==> src/rtl/dac_pkg.sv <==
// Shared constants for the R-2R DAC path: ladder width, midscale code and
// default buffer/divider sizes used by the player, the ladder and the benches.
package dac_pkg;

    localparam int              DAC_W         = 8;
    localparam logic [DAC_W-1:0] MIDSCALE     = 8'h80;
    localparam int              DEFAULT_DEPTH = 16;
    localparam int              DEFAULT_DIV_W = 16;

    // Width of an occupancy counter that must be able to hold the value 'depth'.
    function automatic int level_width(input int depth);
        return $clog2(depth) + 1;
    endfunction

endpackage

==> src/rtl/dac_player_fifo.sv <==
// Synchronous FIFO for the DAC sample player. The head entry is visible on
// rdata whenever the FIFO is not empty; push is ignored when full and pop is
// ignored when empty. Occupancy is tracked by a separate level counter so the
// pointers can wrap naturally modulo DEPTH (DEPTH must be a power of two).
module dac_player_fifo
    import dac_pkg::*;
#(
    parameter int DATA_W = DAC_W,
    parameter int DEPTH  = DEFAULT_DEPTH
) (
    input  logic                   clk,
    input  logic                   rst,
    input  logic                   push,
    input  logic [DATA_W-1:0]      wdata,
    input  logic                   pop,
    output logic [DATA_W-1:0]      rdata,
    output logic                   full,
    output logic                   empty,
    output logic [$clog2(DEPTH):0] level
);

    localparam int PTR_W = $clog2(DEPTH);
    localparam int LVL_W = level_width(DEPTH);

    logic [DATA_W-1:0] mem [DEPTH];
    logic [PTR_W-1:0]  wr_ptr;
    logic [PTR_W-1:0]  rd_ptr;
    logic              push_ok;
    logic              pop_ok;

    assign full    = (level == LVL_W'(DEPTH));
    assign empty   = (level == '0);
    assign push_ok = push && !full;
    assign pop_ok  = pop && !empty;
    assign rdata   = mem[rd_ptr];

    // Sample storage written on an accepted push.
    // NOTE: the storage array has no reset; level and the pointers define which
    // entries are valid, so clearing it would only add reset fan-out.
    always_ff @(posedge clk) begin
        if (push_ok) begin
            mem[wr_ptr] <= wdata;
        end
    end

    // Pointer and occupancy bookkeeping; a flush on rst discards all entries.
    // NOTE: sequential state uses non-blocking assignments so every register
    // samples pre-edge values regardless of statement order.
    always_ff @(posedge clk) begin
        if (rst) begin
            wr_ptr <= '0;
            rd_ptr <= '0;
            level  <= '0;
        end else begin
            if (push_ok) begin
                wr_ptr <= wr_ptr + PTR_W'(1);
            end
            if (pop_ok) begin
                rd_ptr <= rd_ptr + PTR_W'(1);
            end
            case ({push_ok, pop_ok})
                2'b10:   level <= level + LVL_W'(1);
                2'b01:   level <= level - LVL_W'(1);
                default: level <= level;
            endcase
        end
    end

endmodule

==> src/rtl/dac_sample_player.sv <==
// DAC sample player: buffers samples from a valid/ready stream and releases one
// per programmable period (div+1 clk cycles) onto a registered bus that drives
// the R-2R ladder directly. A period that elapses with nothing buffered raises a
// one-cycle underrun pulse and leaves the output at its last value.
// Optional build macro DAC_PLAYER_UNDERRUN_CNT_EN adds a saturating 16-bit
// underrun_cnt output counting underrun pulses.
module dac_sample_player
    import dac_pkg::*;
#(
    parameter int DATA_W = DAC_W,
    parameter int DEPTH  = DEFAULT_DEPTH,
    parameter int DIV_W  = DEFAULT_DIV_W
) (
    input  logic                   clk,
    input  logic                   rst,
    input  logic [DATA_W-1:0]      in_data,
    input  logic                   in_valid,
    output logic                   in_ready,
    input  logic [DIV_W-1:0]       div,
    input  logic                   enable,
    output logic [DATA_W-1:0]      out,
    output logic                   underrun,
    output logic [$clog2(DEPTH):0] level
`ifdef DAC_PLAYER_UNDERRUN_CNT_EN
    ,
    output logic [15:0]            underrun_cnt
`endif
);

    logic [DIV_W-1:0]  cnt;
    logic [DATA_W-1:0] head;
    logic              fifo_full;
    logic              fifo_empty;
    logic              push;
    logic              pop;
    logic              tick;

    // No full-bypass: a pop in the same cycle does not reopen a full FIFO.
    assign in_ready = !fifo_full;
    assign push     = in_valid && in_ready;
    // '>=' lets a lowered div end the current period at once instead of wrapping.
    assign tick     = enable && (cnt >= div);
    // No empty-bypass: a sample pushed on a tick is only played at the next tick.
    assign pop      = tick && !fifo_empty;

    dac_player_fifo #(
        .DATA_W (DATA_W),
        .DEPTH  (DEPTH)
    ) u_fifo (
        .clk   (clk),
        .rst   (rst),
        .push  (push),
        .wdata (in_data),
        .pop   (pop),
        .rdata (head),
        .full  (fifo_full),
        .empty (fifo_empty),
        .level (level)
    );

    // Period counter: held at zero while disabled, restarts on every tick.
    always_ff @(posedge clk) begin
        if (rst || !enable || tick) begin
            cnt <= '0;
        end else begin
            cnt <= cnt + DIV_W'(1);
        end
    end

    // Output register to the ladder and the underrun pulse, both set on a tick.
    always_ff @(posedge clk) begin
        if (rst) begin
            out      <= DATA_W'(MIDSCALE);
            underrun <= 1'b0;
        end else begin
            if (pop) begin
                out <= head;
            end
            underrun <= tick && fifo_empty;
        end
    end

`ifdef DAC_PLAYER_UNDERRUN_CNT_EN
    // Saturating underrun counter, stepped on the same edge that raises the pulse.
    always_ff @(posedge clk) begin
        if (rst) begin
            underrun_cnt <= '0;
        end else if (tick && fifo_empty && (underrun_cnt != 16'hFFFF)) begin
            underrun_cnt <= underrun_cnt + 16'd1;
        end
    end
`endif

endmodule

==> config.mk <==
export PLATFORM = sky130hd
export DESIGN_NAME = dac_sample_player
export DESIGN_NICKNAME = d
export VERILOG_FILES = /design/src/rtl/dac_pkg.sv /design/src/rtl/dac_player_fifo.sv /design/src/rtl/dac_sample_player.sv
export SDC_FILE = /design/constraint.sdc
export NUM_CORES = 1
export LEC_CHECK = 0
export ABC_CLOCK_PERIOD_IN_PS = 6000
export CAP_MARGIN = 20
export CORE_ASPECT_RATIO = 1.25
export CORE_MARGIN = 8
export CORE_UTILIZATION = 62
export CTS_BUF_LIST = sky130_fd_sc_hd__clkbuf_2 sky130_fd_sc_hd__clkbuf_4 sky130_fd_sc_hd__clkbuf_8
export CTS_CLUSTER_DIAMETER = 60
export DETAILED_ROUTE_END_ITERATION = 6
export PLACE_DENSITY = 0.82
export SYNTH_ARGS = -nofsm -noshare
export SYNTH_HDL_FRONTEND = slang
export SYNTH_HIERARCHICAL = 1
export SYNTH_SLANG_ARGS = --single-unit
==> constraint.sdc <==
create_clock -name clk -period 6 [get_ports clk]
set_input_delay 1.8 -clock clk [delete_from_list [all_inputs] [get_ports clk]]
set_output_delay 1.8 -clock clk [all_outputs]
set_load 0.1 [all_outputs]
==> impl_metrics.py <==
metrics = {
    "outcome": {
        "run_status": "completed",
    },
    "run": {
        "maxCapViolations": 0,
    },
    "clock_network": {
        "postCtsHoldBufs": 0,
        "clock_insertion_delay_at_the_later_pin_of_the_skew_report_ns": 0.45,
        "tritoncts.num_buffers": 17,
        "clock_tree_from_tritoncts": "yes",
        "post-cts-setup-buffer-count": 0,
        "cts.path.max_buffers": 2,
        "h_tree_level_count": 4,
        "ctsResizeCount": 0,
        "cts.sink_count": 170,
        "clock_tree.root_cell": "sky130_fd_sc_hd__clkbuf_8",
        "cts.clk_slew.worst_paths_ns": 0.08,
    },
    "worst_setup_path": {
        "crit_path_max_fanout": 12,
        "critPathBufInv": 3,
        "critical_path.reg2reg.startpoint": "cnt[13]$_SDFF_PP0_",
        "r2r-end": "u_fifo/level[2]$_SDFFE_PP0P_",
        "timing.critical_path.slowest_stage_cell": "sky130_fd_sc_hd__clkdlybuf4s50_1",
        "arrival_ns": 5.54,
        "critical_path.cell_chain": "clkdlybuf4s50_1, inv_1, ha_1, nand4_2, or3_4, o32a_1, a31oi_4, o21ai_4, inv_1, ha_1, xor2_1, ha_1, o21a_1, or4_1, a21oi_1",
        "worstSetupEndpointType": "register",
        "cpLargestDelayFamily": "compound AO/OA/AOI/OAI gates",
        "worst-r2r-cell-count": 13,
        "critical_path.most_common_cell": "sky130_fd_sc_hd__ha_1",
        "critPathKind": "in -> reg",
        "critical_path_required_ns": 6.36,
        "r2r_setup_slack_ns": 2.33,
        "cpPeakStageDelay_ns": 0.46,
        "timing.critical_path.from_type": "input pin",
    },
    "cells_and_area": {
        "num-nets-final": 586,
        "antenna_cells_inserted": 0,
        "post_route_cells_drive_above_1_share": 0.114,
        "areaGrowthSynthToFinish_pct": 12.4,
        "fillCellCount": 803,
        "post-route-util": 0.707,
    },
    "pwr": {
        "vdd.ir_drop.worst_mv": 0.234,
        "power.static_leakage_nw": 2.95,
        "power_per_cell_area_mw_per_mm2": 262,
    },
    "detailed_routing": {
        "postRouteWirelength_mm": 14.2,
        "firstDrtPassIters": 4,
        "drtIter0Drc": 319,
        "vias": 4265,
        "via_to_cell_ratio": 6.01,
        "route.antenna.remaining_nets": 0,
        "post_drt_wl_per_cell_um": 20.0,
        "drc_errors": 0,
    },
    "synthesis": {
        "yosys_most_used_dff": "sky130_fd_sc_hd__edfxtp_1",
        "yosys.area_share.simple": 0.0906,
        "synth_largest_area_cell": "sky130_fd_sc_hd__edfxtp_1",
        "synth.area.top_cells": "sky130_fd_sc_hd__edfxtp_1 51%, sky130_fd_sc_hd__dfxtp_1 11%, sky130_fd_sc_hd__mux4_1 9.7%",
        "synth_top_family_by_area": "multiplexers",
        "synth-edff-count": 128,
        "yosysUniqueCellTypes": 56,
        "synth_cells": 490,
        "synth_adder_area_share": 0.0413,
        "synth.net_count": 543,
        "post_synthesis_compound_gate_area_fraction": 0.0545,
        "synth.ff_latch_count": 170,
        "synth_xor_area_frac": 0.0254,
        "netlist_area_mm2": 0.00758,
        "post_synthesis_mux_area_share": 0.137,
        "synth_warnings": 6,
        "postSynth.asyncResetShare": 0,
        "syn-mean-instance-area_um2": 15.5,
        "proportion_of_synthesized_chip_area_in_sequential_cells": 0.618,
        "synth_largest_type_area_fraction": 0.507,
    },
    "placement": {
        "dp_hpwl_mm": 9.97,
        "finalWeightedCongestion": 0.815,
        "port_buffers": 42,
        "detailedPlace.worstSlack_ns": 0.368,
    },
    "grt": {
        "overflow": 0,
        "grt_first_pass_wirelength_mm": 22.9,
        "grt_start_max_net_pins": 33,
        "gr-usage-all-layers": 0.189,
        "vias_in_the_first_global_route": 4374,
        "antenna_found_initial": 0,
    },
    "timing": {
        "final_min_period_over_clock_period": 0.863,
        "grt_setup_unrepaired": "no",
        "max-slew-margin-rel": 0.328,
        "max_freq_mhz": 193,
        "worst_slew_pin_slew_ns": 1.01,
        "report.final.hold_viol_count": 0,
        "slew_viol_final": 0,
        "min_period_ns": 5.18,
        "timing.setup.tns_ns": 0,
        "setup_ws_ns": 0.821,
        "clock-skew-final_ns": 0.00803,
        "report.final.setup_viol": 0,
    },
    "floorplanning": {
        "floorplan.die.width_um": 115,
        "placementRows": 45,
        "pin_count": 43,
        "die_height_um": 140,
        "initial_core_util": 0.629,
        "die_area_mm2": 0.0160,
        "coreArea_mm2": 0.0120,
    },
    "min_path": {
        "worstHoldPathType": "reg -> reg",
        "hold_depth": 2,
        "startpoint_of_the_worst_hold_path": "out[7]$_SDFFE_PP1P_",
        "whs_endpoint": "out[7]$_SDFFE_PP1P_",
    },
}
-- placed cells by master, fill, tap and decap left out, types with 2 or more instances in the layout --
master,Yosys,final
sky130_fd_sc_hd__a21oi_1,8,8
sky130_fd_sc_hd__clkinv_4,0,4
sky130_fd_sc_hd__nor2b_1,10,10
sky130_fd_sc_hd__or4_1,3,3
sky130_fd_sc_hd__clkbuf_8,0,17
sky130_fd_sc_hd__clkinv_2,1,2
sky130_fd_sc_hd__inv_1,27,27
sky130_fd_sc_hd__nand2b_1,5,5
sky130_fd_sc_hd__edfxtp_1,128,128
sky130_fd_sc_hd__clkdlybuf4s50_1,0,42
sky130_fd_sc_hd__buf_4,1,7
sky130_fd_sc_hd__mux4_2,12,12
sky130_fd_sc_hd__ha_1,25,25
sky130_fd_sc_hd__inv_6,0,2
sky130_fd_sc_hd__nor2_1,44,44
sky130_fd_sc_hd__and4_1,3,3
sky130_fd_sc_hd__xnor2_1,3,3
sky130_fd_sc_hd__and3_1,3,3
sky130_fd_sc_hd__nand4_1,12,12
sky130_fd_sc_hd__clkinv_1,0,2
sky130_fd_sc_hd__nor3_1,7,7
sky130_fd_sc_hd__nand3b_1,3,3
sky130_fd_sc_hd__a22oi_1,2,2
sky130_fd_sc_hd__o2111ai_1,8,8
sky130_fd_sc_hd__o21a_1,7,7
sky130_fd_sc_hd__clkinvlp_4,0,2
sky130_fd_sc_hd__mux4_1,28,28
sky130_fd_sc_hd__dfxtp_1,42,42
sky130_fd_sc_hd__o211ai_1,5,5
sky130_fd_sc_hd__xor2_1,19,19
sky130_fd_sc_hd__bufinv_16,0,3
sky130_fd_sc_hd__mux2i_1,3,3
sky130_fd_sc_hd__nand2_1,19,19
sky130_fd_sc_hd__nand3_1,14,14
-- report_power, final --
group,switching (mW),internal [mW]
clock,0.400,0.417
sequential,0.00933,1.28
combinational,0.0769,0.0487
total,0.486,1.74
-- per-layer routing --
layer	track usage	part of all wire	vias to the layer above	wire length [µm]
met5	0	0	-	0
met4	0.0936	0.023	0	333
met3	0.0429	0.045	26	643
met2	0.324	0.53	113	7500
met1	0.216	0.40	2136	5730
li1	-	-	1990	-
-- layout make-up --
cell class                 instances  area, µm²  share of cell area
clock buffer                      18        241              0.0283
clock inverter                    14        170              0.0200
inverter                          28        106              0.0125
multi-input combinational        267       2640               0.310
sequential                       170       4680               0.550
tap                              164        205              0.0241
timing repair buffer              49        473              0.0555
-- logic make-up after synthesis --
logic type,Yosys count
flops,170
simple gates,131
buf+inv,53
compound gates,46
mux,43
fa+ha+maj,25
xor+xnor,22
-- registers in the layout, summed over array words and instances, names as in the netlist, named ones only --
signal	flops
underrun	1
u_fifo/level	5
u_fifo/mem	128
out	8
u_fifo/rd_ptr	4
u_fifo/wr_ptr	4
cnt	16
-- per-stage QoR --
step / instance area [µm²] / hold WS, ns / std cells / power (mW)
final: 8520 / 0.499 / 710 / 2.23
after global routing: 8520 / 0.549 / 710 / 2.30
after floorplan: 7580 / 0.449 / 490 / 1.39
after detailed placement: 8110 / 0.487 / 678 / 1.44
after CTS: 8520 / 0.502 / 710 / 2.25
after global placement: 8110 / 0.484 / 678 / 1.43
-- cell usage after synthesis (2+ instances only) --
| cell type | instances |
|---|---|
| sky130_fd_sc_hd__nor2_1 | 44 |
| sky130_fd_sc_hd__xnor2_1 | 3 |
| sky130_fd_sc_hd__nor3_1 | 7 |
| sky130_fd_sc_hd__nand2b_1 | 5 |
| sky130_fd_sc_hd__ha_1 | 25 |
| sky130_fd_sc_hd__mux2i_1 | 3 |
| sky130_fd_sc_hd__nand2_1 | 19 |
| sky130_fd_sc_hd__buf_1 | 5 |
| sky130_fd_sc_hd__nand4_1 | 12 |
| sky130_fd_sc_hd__and3_1 | 3 |
| sky130_fd_sc_hd__nand3_1 | 14 |
| sky130_fd_sc_hd__o2111ai_1 | 8 |
| sky130_fd_sc_hd__buf_6 | 5 |
| sky130_fd_sc_hd__a22oi_1 | 2 |
| sky130_fd_sc_hd__mux4_2 | 12 |
| sky130_fd_sc_hd__xor2_1 | 19 |
| sky130_fd_sc_hd__edfxtp_1 | 128 |
| sky130_fd_sc_hd__inv_1 | 27 |
| sky130_fd_sc_hd__buf_2 | 3 |
| sky130_fd_sc_hd__and4_1 | 3 |
| sky130_fd_sc_hd__nand3b_1 | 3 |
| sky130_fd_sc_hd__nor2b_1 | 10 |
| sky130_fd_sc_hd__a21oi_1 | 8 |
| sky130_fd_sc_hd__o211ai_1 | 5 |
| sky130_fd_sc_hd__mux4_1 | 28 |
| sky130_fd_sc_hd__clkbuf_1 | 10 |
| sky130_fd_sc_hd__o21a_1 | 7 |
| sky130_fd_sc_hd__or4_1 | 3 |
| sky130_fd_sc_hd__dfxtp_1 | 42 |
-- worst reg2reg max path: stages, from the launching register on --
cell and delay [ns]:
sky130_fd_sc_hd__dfxtp_1 0.35, sky130_fd_sc_hd__ha_1 0.32, sky130_fd_sc_hd__nand4_2 0.16, sky130_fd_sc_hd__or3_4 0.42, sky130_fd_sc_hd__o32a_1 0.34, sky130_fd_sc_hd__a31oi_4 0.29, sky130_fd_sc_hd__o21ai_4 0.13, sky130_fd_sc_hd__inv_1 0.07
sky130_fd_sc_hd__ha_1 0.39, sky130_fd_sc_hd__xor2_1 0.12, sky130_fd_sc_hd__ha_1 0.23, sky130_fd_sc_hd__o21a_1 0.20, sky130_fd_sc_hd__or4_1 0.41, sky130_fd_sc_hd__a21oi_1 0.16
-- worst max-delay path by stage --
stage / start / endpoint / depth (start not counted)
5_1_grt: div[15] / u_fifo/level[2]$_SDFFE_PP0P_ / 15
3_3_place_gp: div[15] / u_fifo/level[2]$_SDFFE_PP0P_ / 15
6_report: div[15] / u_fifo/level[2]$_SDFFE_PP0P_ / 15
4_1_cts: div[15] / u_fifo/level[2]$_SDFFE_PP0P_ / 15
2_1_floorplan: div[15] / u_fifo/level[2]$_SDFFE_PP0P_ / 16
3_5_place_dp: div[15] / u_fifo/level[2]$_SDFFE_PP0P_ / 15
Note: power is estimated with default switching activity, not from simulation.
